### src/rtl/regfile_read_arbiter.sv
// Round-robin arbiter sharing one register-file read port among NUM_REQ requesters.
// Each grant runs IDLE -> CAPTURE -> RESP, so at most one read is in flight.
module regfile_read_arbiter #(
    parameter int unsigned NUM_REQ    = 4,
    parameter int unsigned ADDR_WIDTH = 5,
    parameter int unsigned DATA_WIDTH = 32
) (
    input  logic                          Clk,
    input  logic                          Reset,
    input  logic [NUM_REQ-1:0]            ReqValid,
    input  logic [NUM_REQ*ADDR_WIDTH-1:0] ReqAddr,
    output logic [NUM_REQ-1:0]            ReqReady,
    output logic [ADDR_WIDTH-1:0]         PortAddress,
    input  logic [DATA_WIDTH-1:0]         PortData,
    output logic [NUM_REQ-1:0]            RespValid,
    input  logic [NUM_REQ-1:0]            RespReady,
    output logic [DATA_WIDTH-1:0]         RespData,
    output logic                          Busy
);

    localparam int unsigned PTR_W = (NUM_REQ > 1) ? $clog2(NUM_REQ) : 1;

    typedef enum logic [1:0] {
        IDLE    = 2'd0,
        CAPTURE = 2'd1,
        RESP    = 2'd2
    } state_t;

    state_t                  state_q, state_d;
    logic [PTR_W-1:0]        ptr_q, ptr_d;
    logic [PTR_W-1:0]        owner_q, owner_d;
    logic [ADDR_WIDTH-1:0]   addr_q, addr_d;
    logic [DATA_WIDTH-1:0]   data_q, data_d;

    logic                    grant_found;
    logic [PTR_W-1:0]        winner;
    logic [NUM_REQ-1:0]      req_ready_c;
    logic [NUM_REQ-1:0]      resp_valid_c;

    // Rotating priority search starting at the pointer.
    always_comb begin
        int unsigned idx;
        grant_found = 1'b0;
        winner      = '0;
        idx         = 0;
        for (int unsigned k = 0; k < NUM_REQ; k++) begin
            idx = (32'(ptr_q) + k) % NUM_REQ;
            if (!grant_found && ReqValid[PTR_W'(idx)]) begin
                grant_found = 1'b1;
                winner      = PTR_W'(idx);
            end
        end
    end

    always_comb begin
        state_d      = state_q;
        ptr_d        = ptr_q;
        owner_d      = owner_q;
        addr_d       = addr_q;
        data_d       = data_q;
        req_ready_c  = '0;
        resp_valid_c = '0;
        case (state_q)
            IDLE: begin
                if (grant_found) begin
                    req_ready_c[winner] = 1'b1;
                    addr_d              = ReqAddr[32'(winner)*ADDR_WIDTH +: ADDR_WIDTH];
                    owner_d             = winner;
                    ptr_d               = (32'(winner) == NUM_REQ - 1) ? '0 : winner + PTR_W'(1);
                    state_d             = CAPTURE;
                end
            end
            CAPTURE: begin
                data_d  = PortData;
                state_d = RESP;
            end
            RESP: begin
                resp_valid_c[owner_q] = 1'b1;
                if (RespReady[owner_q]) begin
                    state_d = IDLE;
                end
            end
            default: state_d = IDLE;
        endcase
    end

    always_ff @(posedge Clk) begin
        if (Reset) begin
            state_q <= IDLE;
            ptr_q   <= '0;
            owner_q <= '0;
            addr_q  <= '0;
            data_q  <= '0;
        end else begin
            state_q <= state_d;
            ptr_q   <= ptr_d;
            owner_q <= owner_d;
            addr_q  <= addr_d;
            data_q  <= data_d;
        end
    end

    // Strobes are forced low for the whole time Reset is high, not just after the edge.
    assign ReqReady    = Reset ? '0 : req_ready_c;
    assign RespValid   = Reset ? '0 : resp_valid_c;
    assign Busy        = !Reset && (state_q != IDLE);
    assign PortAddress = addr_q;
    assign RespData    = data_q;

endmodule

### config.mk
export PLATFORM = sky130hd
export DESIGN_NAME = regfile_read_arbiter
export DESIGN_NICKNAME = d
export VERILOG_FILES = /design/src/rtl/regfile_read_arbiter.sv
export SDC_FILE = /design/constraint.sdc
export NUM_CORES = 1
export LEC_CHECK = 0
export BUFFER_PORTS_ARGS = -buffer_cell sky130_fd_sc_hd__buf_2
export CORE_MARGIN = 1.5
export CORE_UTILIZATION = 43
export DETAILED_ROUTE_END_ITERATION = 16
export PLACE_DENSITY = 0.9
export RECOVER_POWER = 25
export SLEW_MARGIN = 15
export SYNTH_ARGS = -nofsm -noshare
export SYNTH_HDL_FRONTEND = slang
export SYNTH_SLANG_ARGS = --single-unit
### constraint.sdc
create_clock -name Clk -period 2.24 [get_ports Clk]
set_input_delay 0.224 -clock Clk [delete_from_list [all_inputs] [get_ports Clk]]
set_output_delay 0.224 -clock Clk [all_outputs]
set_load 0.005 [all_outputs]
**After elaboration in Yosys (flattened, before gate mapping)**

Cells that the tools add are included.

- Register bits after elaboration: 43

- $add $sub $neg: 4
- Shift-type cells: 1
- Equality and inequality tests: 5
- Reductions and logical operators: 14
- Magnitude comparators: 8
- Multiplexer cells: 31
- Multipliers: 1

Operator list:

| kind | number |
|---|---|
| $mux W4 | 5 |
| $shiftx A20 B6 Y5 | 1 |
| $lt A2 B3 Y1 const B | 6 |
| $mux W2 | 7 |
| $mux W1 | 11 |
| $bmux W1 S2 | 5 |
| $logic_and A1 B1 Y1 | 6 |
| $pmux W2 S3 | 1 |
| $mul A2 B3 Y5 const B | 1 |
| $add A2 B1 Y2 const B | 2 |
| $add A2 B2 Y2 const B | 2 |
| $demux W1 S2 | 2 |
| $eq A2 B2 Y1 const B | 2 |
| $ge A2 B1 Y1 const B | 2 |
| $logic_not A1 Y1 | 4 |
| $ne A2 B2 Y1 const B | 2 |
| $reduce_and A2 Y1 | 2 |
| $eq A2 B1 Y1 const B | 1 |
| $logic_not A2 Y1 | 1 |
| $reduce_bool A2 Y1 | 1 |

**Longest topological paths before layout**

Gate-level depths: netlist (run 1).

- Word-level depth: 19
- Gate-level depth with buffers: 7
- Gate-level depth less buffers: 7

**Worst setup path after synthesis (run 1)**

Ideal clock, no wire load.

- Path kind: flip-flop to flip-flop
- Start point: reg ptr_q[0]
- End point: reg addr_q[1] (netlist: PortAddress[1])
- Buffers on the path: 1
- Clock period less this slack: 1.836 ns
- Setup slack: 0.404 ns
- Stages on the path, launching flop included: 7
- Arrival time: 1.719 ns
- Setup time: 0.117 ns
- Data required time: 2.123 ns
- Path through: dfxtp_1 nor2b_1 or4b_1 and2_4 buf_6 a211o_1 a32o_1

- Longest elaborated chain between the ends: 14

Ends and longest elaborated chain:

| element | line | RTL |
|---|---|---|
| start: declaration | 30 | `logic [PTR_W-1:0] ptr_q, ptr_d;` |
| start signal: assignment | 96 | `ptr_q <= ptr_d;` |
| parallel branches: the longest is 14 deep, another holds $mul A2 B3 Y5 | -- |  |
| end signal: assignment | 98 | `addr_q <= addr_d;` |
| end: declaration | 32 | `logic [ADDR_WIDTH-1:0] addr_q, addr_d;` |

Parallel ways; which one is timed is not known. The select of a mux whose other input is x is not followed.
A chain may end at the register's enable or synchronous reset.

**Worst setup path in the final report (run 1)**

- Start point: reg ptr_q[0]
- End point: out ReqReady[3]

- Longest elaborated chain between the ends: 19

Ends and longest elaborated chain:

| element | line | RTL |
|---|---|---|
| parallel branches: the longest is 16 deep, another holds $lt A2 B3 Y1 | -- |  |
| $mux W4 (*) | 65 | `if (grant_found) begin` |
| $mux W4 (*) | 63 | `case (state_q)` |
| $mux W4 (*) | 104 | `assign ReqReady = Reset ? '0 : req_ready_c;` |
| end: declaration | 12 | `output logic [NUM_REQ-1:0] ReqReady,` |

Mark *: on every way between the ends. The select of a mux whose other input is x is not followed.

==> impl_metrics.ini, run 1 <==
[cts]
tritoncts = yes
h-tree-depth = 2
clock_sinks = 43
ctsRootBufferMaster = clkbuf_8
cts.clk_slew.worst_paths_ps = 80
clockBufferDepth = 2
cts_inserted_buffers = 5
clk_latency_ps = 290

[timing]
max_clock_freq_mhz = 474.7
worst_slack_ps = 133.2
finClkSkew_ps = 4.453
timing.hold.ws_ps = 166.9
worst_pin_slew_ps = 537.0
setup_viol = 0
tns_ps = 0
slew_headroom = 0.6420
rsz0062_at_grt = false
finalHoldViolCount = 0
drv_slew = 0
fin_crit_sh = 0.9405
min_period_ps = 2107

[drt]
via_count = 1898
wl_per_cell_um = 12.20
via_per_inst = 4.892
drc_errors = 0
wirelength_mm = 4.732
drtIter0Drc = 68
first_pass_iters = 4
ant_nets = 0

[worst_setup_path]
critPathMaxStageDelay_ps = 530
path_cells = nor2b_1 > or4_1 > and2_4 > inv_1 > ha_1 > and2_1 > buf_2
critPathRequiredTime_ps = 2020
path_max_fanout = 4
cp.arrival_ps = 1880
crit_type = register to output pin
critPathBufInv = 2
path_delay_family = simple AND/OR/NAND/NOR gates
critical-path-slowest-cell = or4_1
crit_path_end_kind = output pin
critPathLaunchType = register

[yosys]
syn_area_per_cell_sq_um = 7.968
synthCells = 231
synthArstFlopShare = 0
synthTopCellsByArea = dfxtp_1 47%, nand2_1 14%, a21oi_1 9.0%
ys_types = 30
ys_ff_latch = 43
ys_top_cells_by_count = 67 x nand2_1, 43 x dfxtp_1, 33 x a21oi_1
synth_ff_type = dfxtp_1
yosysMostFrequentCell = nand2_1
yosysWarnings = 0
synth_area_leader_cell = dfxtp_1
yosysTopAreaCellShare = 0.4677
ys_seq_area_frac = 0.4677
syn_area_sq_um = 1841
synth-edff-count = 0
syn_nets = 294

[power_and_ir_drop]
p_sw_mw = 0.5605
pwr-share-clk = 0.272
power_mw = 1.935
power.density_nw_per_um2 = 765.1
swShare = 0.2897
pwr-share-seq = 0.466
p_leak_nw = 1.189
peakVddDrop_uv = 408.2
p_comb_frac = 0.263
p_int_mw = 1.374

[place]
dp_hpwl_mm = 3.538
dpl_worst_slack_ps = 296.3
portBuffers = 107
place_congestion = 0.7907

[floorplan]
core_area_sq_um = 4058
die_h_um = 68.43
start_util = 0.4536
rows = 23
dieArea_sq_um = 4682
die-width_um = 68.43
ios = 108

[global_routing]
first_global_vias = 1638
grtUsageTotal = 0.2006
grt_max_degree = 43
antenna_found_initial = 0
grt-ovfl-total = 0
grt_pass1_wl_mm = 7.100

[cells_and_area]
nNetsFinal = 400
diodes = 0
drive_gt1_frac = 0.3343
syn_to_final_growth_pct = 37.39
final_util = 0.6232

[flow_run]
maxCapViolations = 0

[min_path]
hp-class = primary input to register

[status]
status = finished clean
[worst paths after layout]
path,to,startpoint,depth (start not counted),slack (ps)
setup / recovery,ReqReady[3],ptr_q[0],7,130
hold / removal,RespData[23],PortData[23],3,170
setup reg to reg,PortAddress[0],ptr_q[0],6,270
hold reg to reg,RespData[31],RespData[31],2,450
[metal layers]
metal | share of wire | GRT usage | vias up
met4 | 0.013 | 0.08000 | 0
met3 | 0.064 | 0.05428 | 8
li1 | - | - | 995
met2 | 0.49 | 0.3438 | 60
met1 | 0.43 | 0.2351 | 835
met5 | 0 | 0 | -
[placed cells by master, fill, tap and decap left out, types with 2 or more instances in the layout]
master / n
nor3_1: 2
o211ai_1: 5
clkbuf_1: 16
a32o_1: 5
nand2b_1: 2
buf_2: 92
clkbuf_8: 7
nor2b_1: 5
buf_4: 7
nor2_1: 12
a21oi_1: 33
inv_1: 6
a21boi_0: 6
mux2i_1: 3
dfxtp_1: 42
nand2_1: 67
nor4_1: 2
a211o_1: 5
nand3_1: 5
[logic make-up (layout without fill, tap and decap cells)]
logic type | count (synthesis) | after routing | share of synthesized area
DFF | 43 | 43 | 0.4677
AOI/OAI and AO/OA | 56 | 56 | 0.1999
and+or+nand+nor | 104 | 104 | 0.2461
muxes | 4 | 4 | 0.02855
buffers and inverters | 23 | 130 | 0.05098
adders and majority gates | 1 | 1 | 0.006797
[layout make-up]
cell class | instances | area (sq um)
tap | 50 | 62.56
fill | 367 | 1529
inverter | 7 | 26.28
timing repair buffer | 115 | 589.3
sequential | 43 | 862.1
clock buffer | 8 | 100.1
multi-input combinational | 165 | 888.4
[power groups by stage]
stage	Sequential (mW)	Clock [mW]	Combinational (mW)
final	0.901	0.526	0.508
after global routing	0.912	0.570	0.566
after CTS	0.898	0.539	0.509
after floorplan	0.915	0	0.301
after global placement	0.912	0	0.493
after detailed placement	0.916	0	0.508
[timing repair]
action	4_1_cts	5_1_grt
buffers inserted	0	1
gates resized for setup	0	1
endpoints found under the setup margin	0	1
hold buffers	0	0
endpoints found under the hold margin	0	0
[through the flow]
stage               cells  instance area, sq um
floorplan             231                  1841
global route          388                  2529
detailed placement    379                  2439
global placement      379                  2439
CTS                   387                  2539
finish                388                  2529
[tightest hold or removal path: stages]
cell and delay [ps]:
buf_2 90, nand2_1 40, a21oi_1 50
[flip-flops by register name (all words and copies together) (netlist names)]
signal / count
RespData: 32
ptr_q: 2
state_q: 2
PortAddress: 5
owner_q: 2
Note: power is estimated with default switching activity, not from simulation.
==> inputs of run 2 (changes only) <==
- CORE_UTILIZATION: 43 -> 45
- PLACE_DENSITY: 0.9 -> 0.93
- clock period: 2.24 -> 2.5 ns (I/O delays scaled with it)
==> impl_metrics.ini, run 2 (synthesis results as in run 1) <==
[worst_setup_path]
crit_path_end = ReqReady[3]
critPathMaxStageDelay_ps = 540
crit_type = register to output pin
path_cells = nor2b_1 > or4b_1 > and2_4 > inv_1 > ha_1 > and2_1 > buf_2
critPathLaunchType = register
rrSetupSlack_ps = 580
r2r_start = ptr_q[1]
worstSetupStartpoint = ptr_q[0]
rr_worst_depth = 5
path_max_fanout = 13
critical-path-slowest-cell = or4b_1
cp.arrival_ps = 2020
r2r_end = ptr_q[0]
critPathRequiredTime_ps = 2250
crit_path_end_kind = output pin

[timing]
min_period_ps = 2272
timing.hold.ws_ps = 197.8
setup_viol = 0
drv_slew = 0
max_clock_freq_mhz = 440.1
finClkSkew_ps = 5.196
finalHoldViolCount = 0
worst_pin_slew_ps = 542.7
rsz0062_at_grt = false
slew_headroom = 0.6377
fin_crit_sh = 0.9088
tns_ps = 0
worst_slack_ps = 227.9

[cts]
h-tree-depth = 2
cts.clk_slew.worst_paths_ps = 80
post-cts-setup-buffers = 0
clockBufferDepth = 2
clk_latency_ps = 280
post_cts_resized = 0
ctsHoldBuffers = 0
cts_inserted_buffers = 5
tritoncts = yes
ctsRootBufferMaster = clkbuf_8
clock_sinks = 43

[floorplan]
start_util = 0.4635
rows = 23
dieArea_sq_um = 4483
core_area_sq_um = 3971
die_h_um = 66.96
die-width_um = 66.96
ios = 108

[global_routing]
grt_pass1_wl_mm = 7.293
grtUsageTotal = 0.2090
first_global_vias = 1700
antenna_found_initial = 0
grt_max_degree = 34
grt-ovfl-total = 0

[place]
place_congestion = 0.8080
dpl_worst_slack_ps = 457.9
dp_hpwl_mm = 3.576
portBuffers = 107

[drt]
ant_nets = 0
wirelength_mm = 4.694
first_pass_iters = 4
drtIter0Drc = 99
via_per_inst = 4.959
drc_errors = 0
via_count = 1919
wl_per_cell_um = 12.13

[power_and_ir_drop]
peakVddDrop_uv = 482.1
power.density_nw_per_um2 = 731.7
p_leak_nw = 1.200

[cells_and_area]
syn_to_final_growth_pct = 38.14
nNetsFinal = 399
drive_gt1_frac = 0.3353
largest_register_ffs = 32
final_cell_mix = 94 x buf_2, 67 x nand2_1, 43 x dfxtp_1
diodes = 0
final_common_cell = buf_2

[status]
status = finished clean

[min_path]
hp-class = primary input to register
min_delay_path_depth = 3

[flow_run]
maxCapViolations = 0
## run 2: cell type report
cell class	instances	area [sq um]
multi-input combinational	165	888.4
clock buffer	6	72.57
fill	354	1429
timing repair buffer	114	571.8
clock inverter	2	60.06
tap	50	62.56
inverter	7	26.28
sequential	43	860.8
## run 2: report_power, final
part	switching, mW	total, mW	internal (mW)
Clock	0.216	0.615	0.399
Sequential	0.0507	0.809	0.758
Combinational	0.230	0.436	0.206
## run 2: per-layer routing
metal	part of all wire	vias up	track usage
met4	0.015	0	0.07143
met2	0.50	67	0.3475
met3	0.059	6	0.03716
li1	-	989	-
met1	0.43	857	0.2717
met5	0	-	0
## run 2: worst min path at each step
stage	startpoint	end
CTS	PortData[17]	RespData[17]
global route	PortData[11]	RespData[11]
detailed placement	RespData[22]	RespData[22]
global placement	RespData[2]	RespData[2]
finish	PortData[17]	RespData[17]
floorplan	PortData[0]	RespData[0]
## run 2: critical path, delay by kind of cell, from the launching register on
kind,cells,cell delay [ps]
flip-flops,1,370
AND/OR/NAND/NOR,4,970
adder cells (fa/ha/maj),1,170
buffers and inverters,2,220
## run 2: per-stage QoR
step / instances / instance area (sq um) / util / power [mW]
after global placement: 379 / 2426 / 0.6109 / 1.245
after floorplan: 231 / 1841 / - / 1.090
after CTS: 387 / 2559 / 0.6443 / 1.882
final: 387 / 2542 / 0.6402 / 1.860
after detailed placement: 379 / 2426 / 0.6109 / 1.266
after global routing: 387 / 2542 / 0.6402 / 1.969
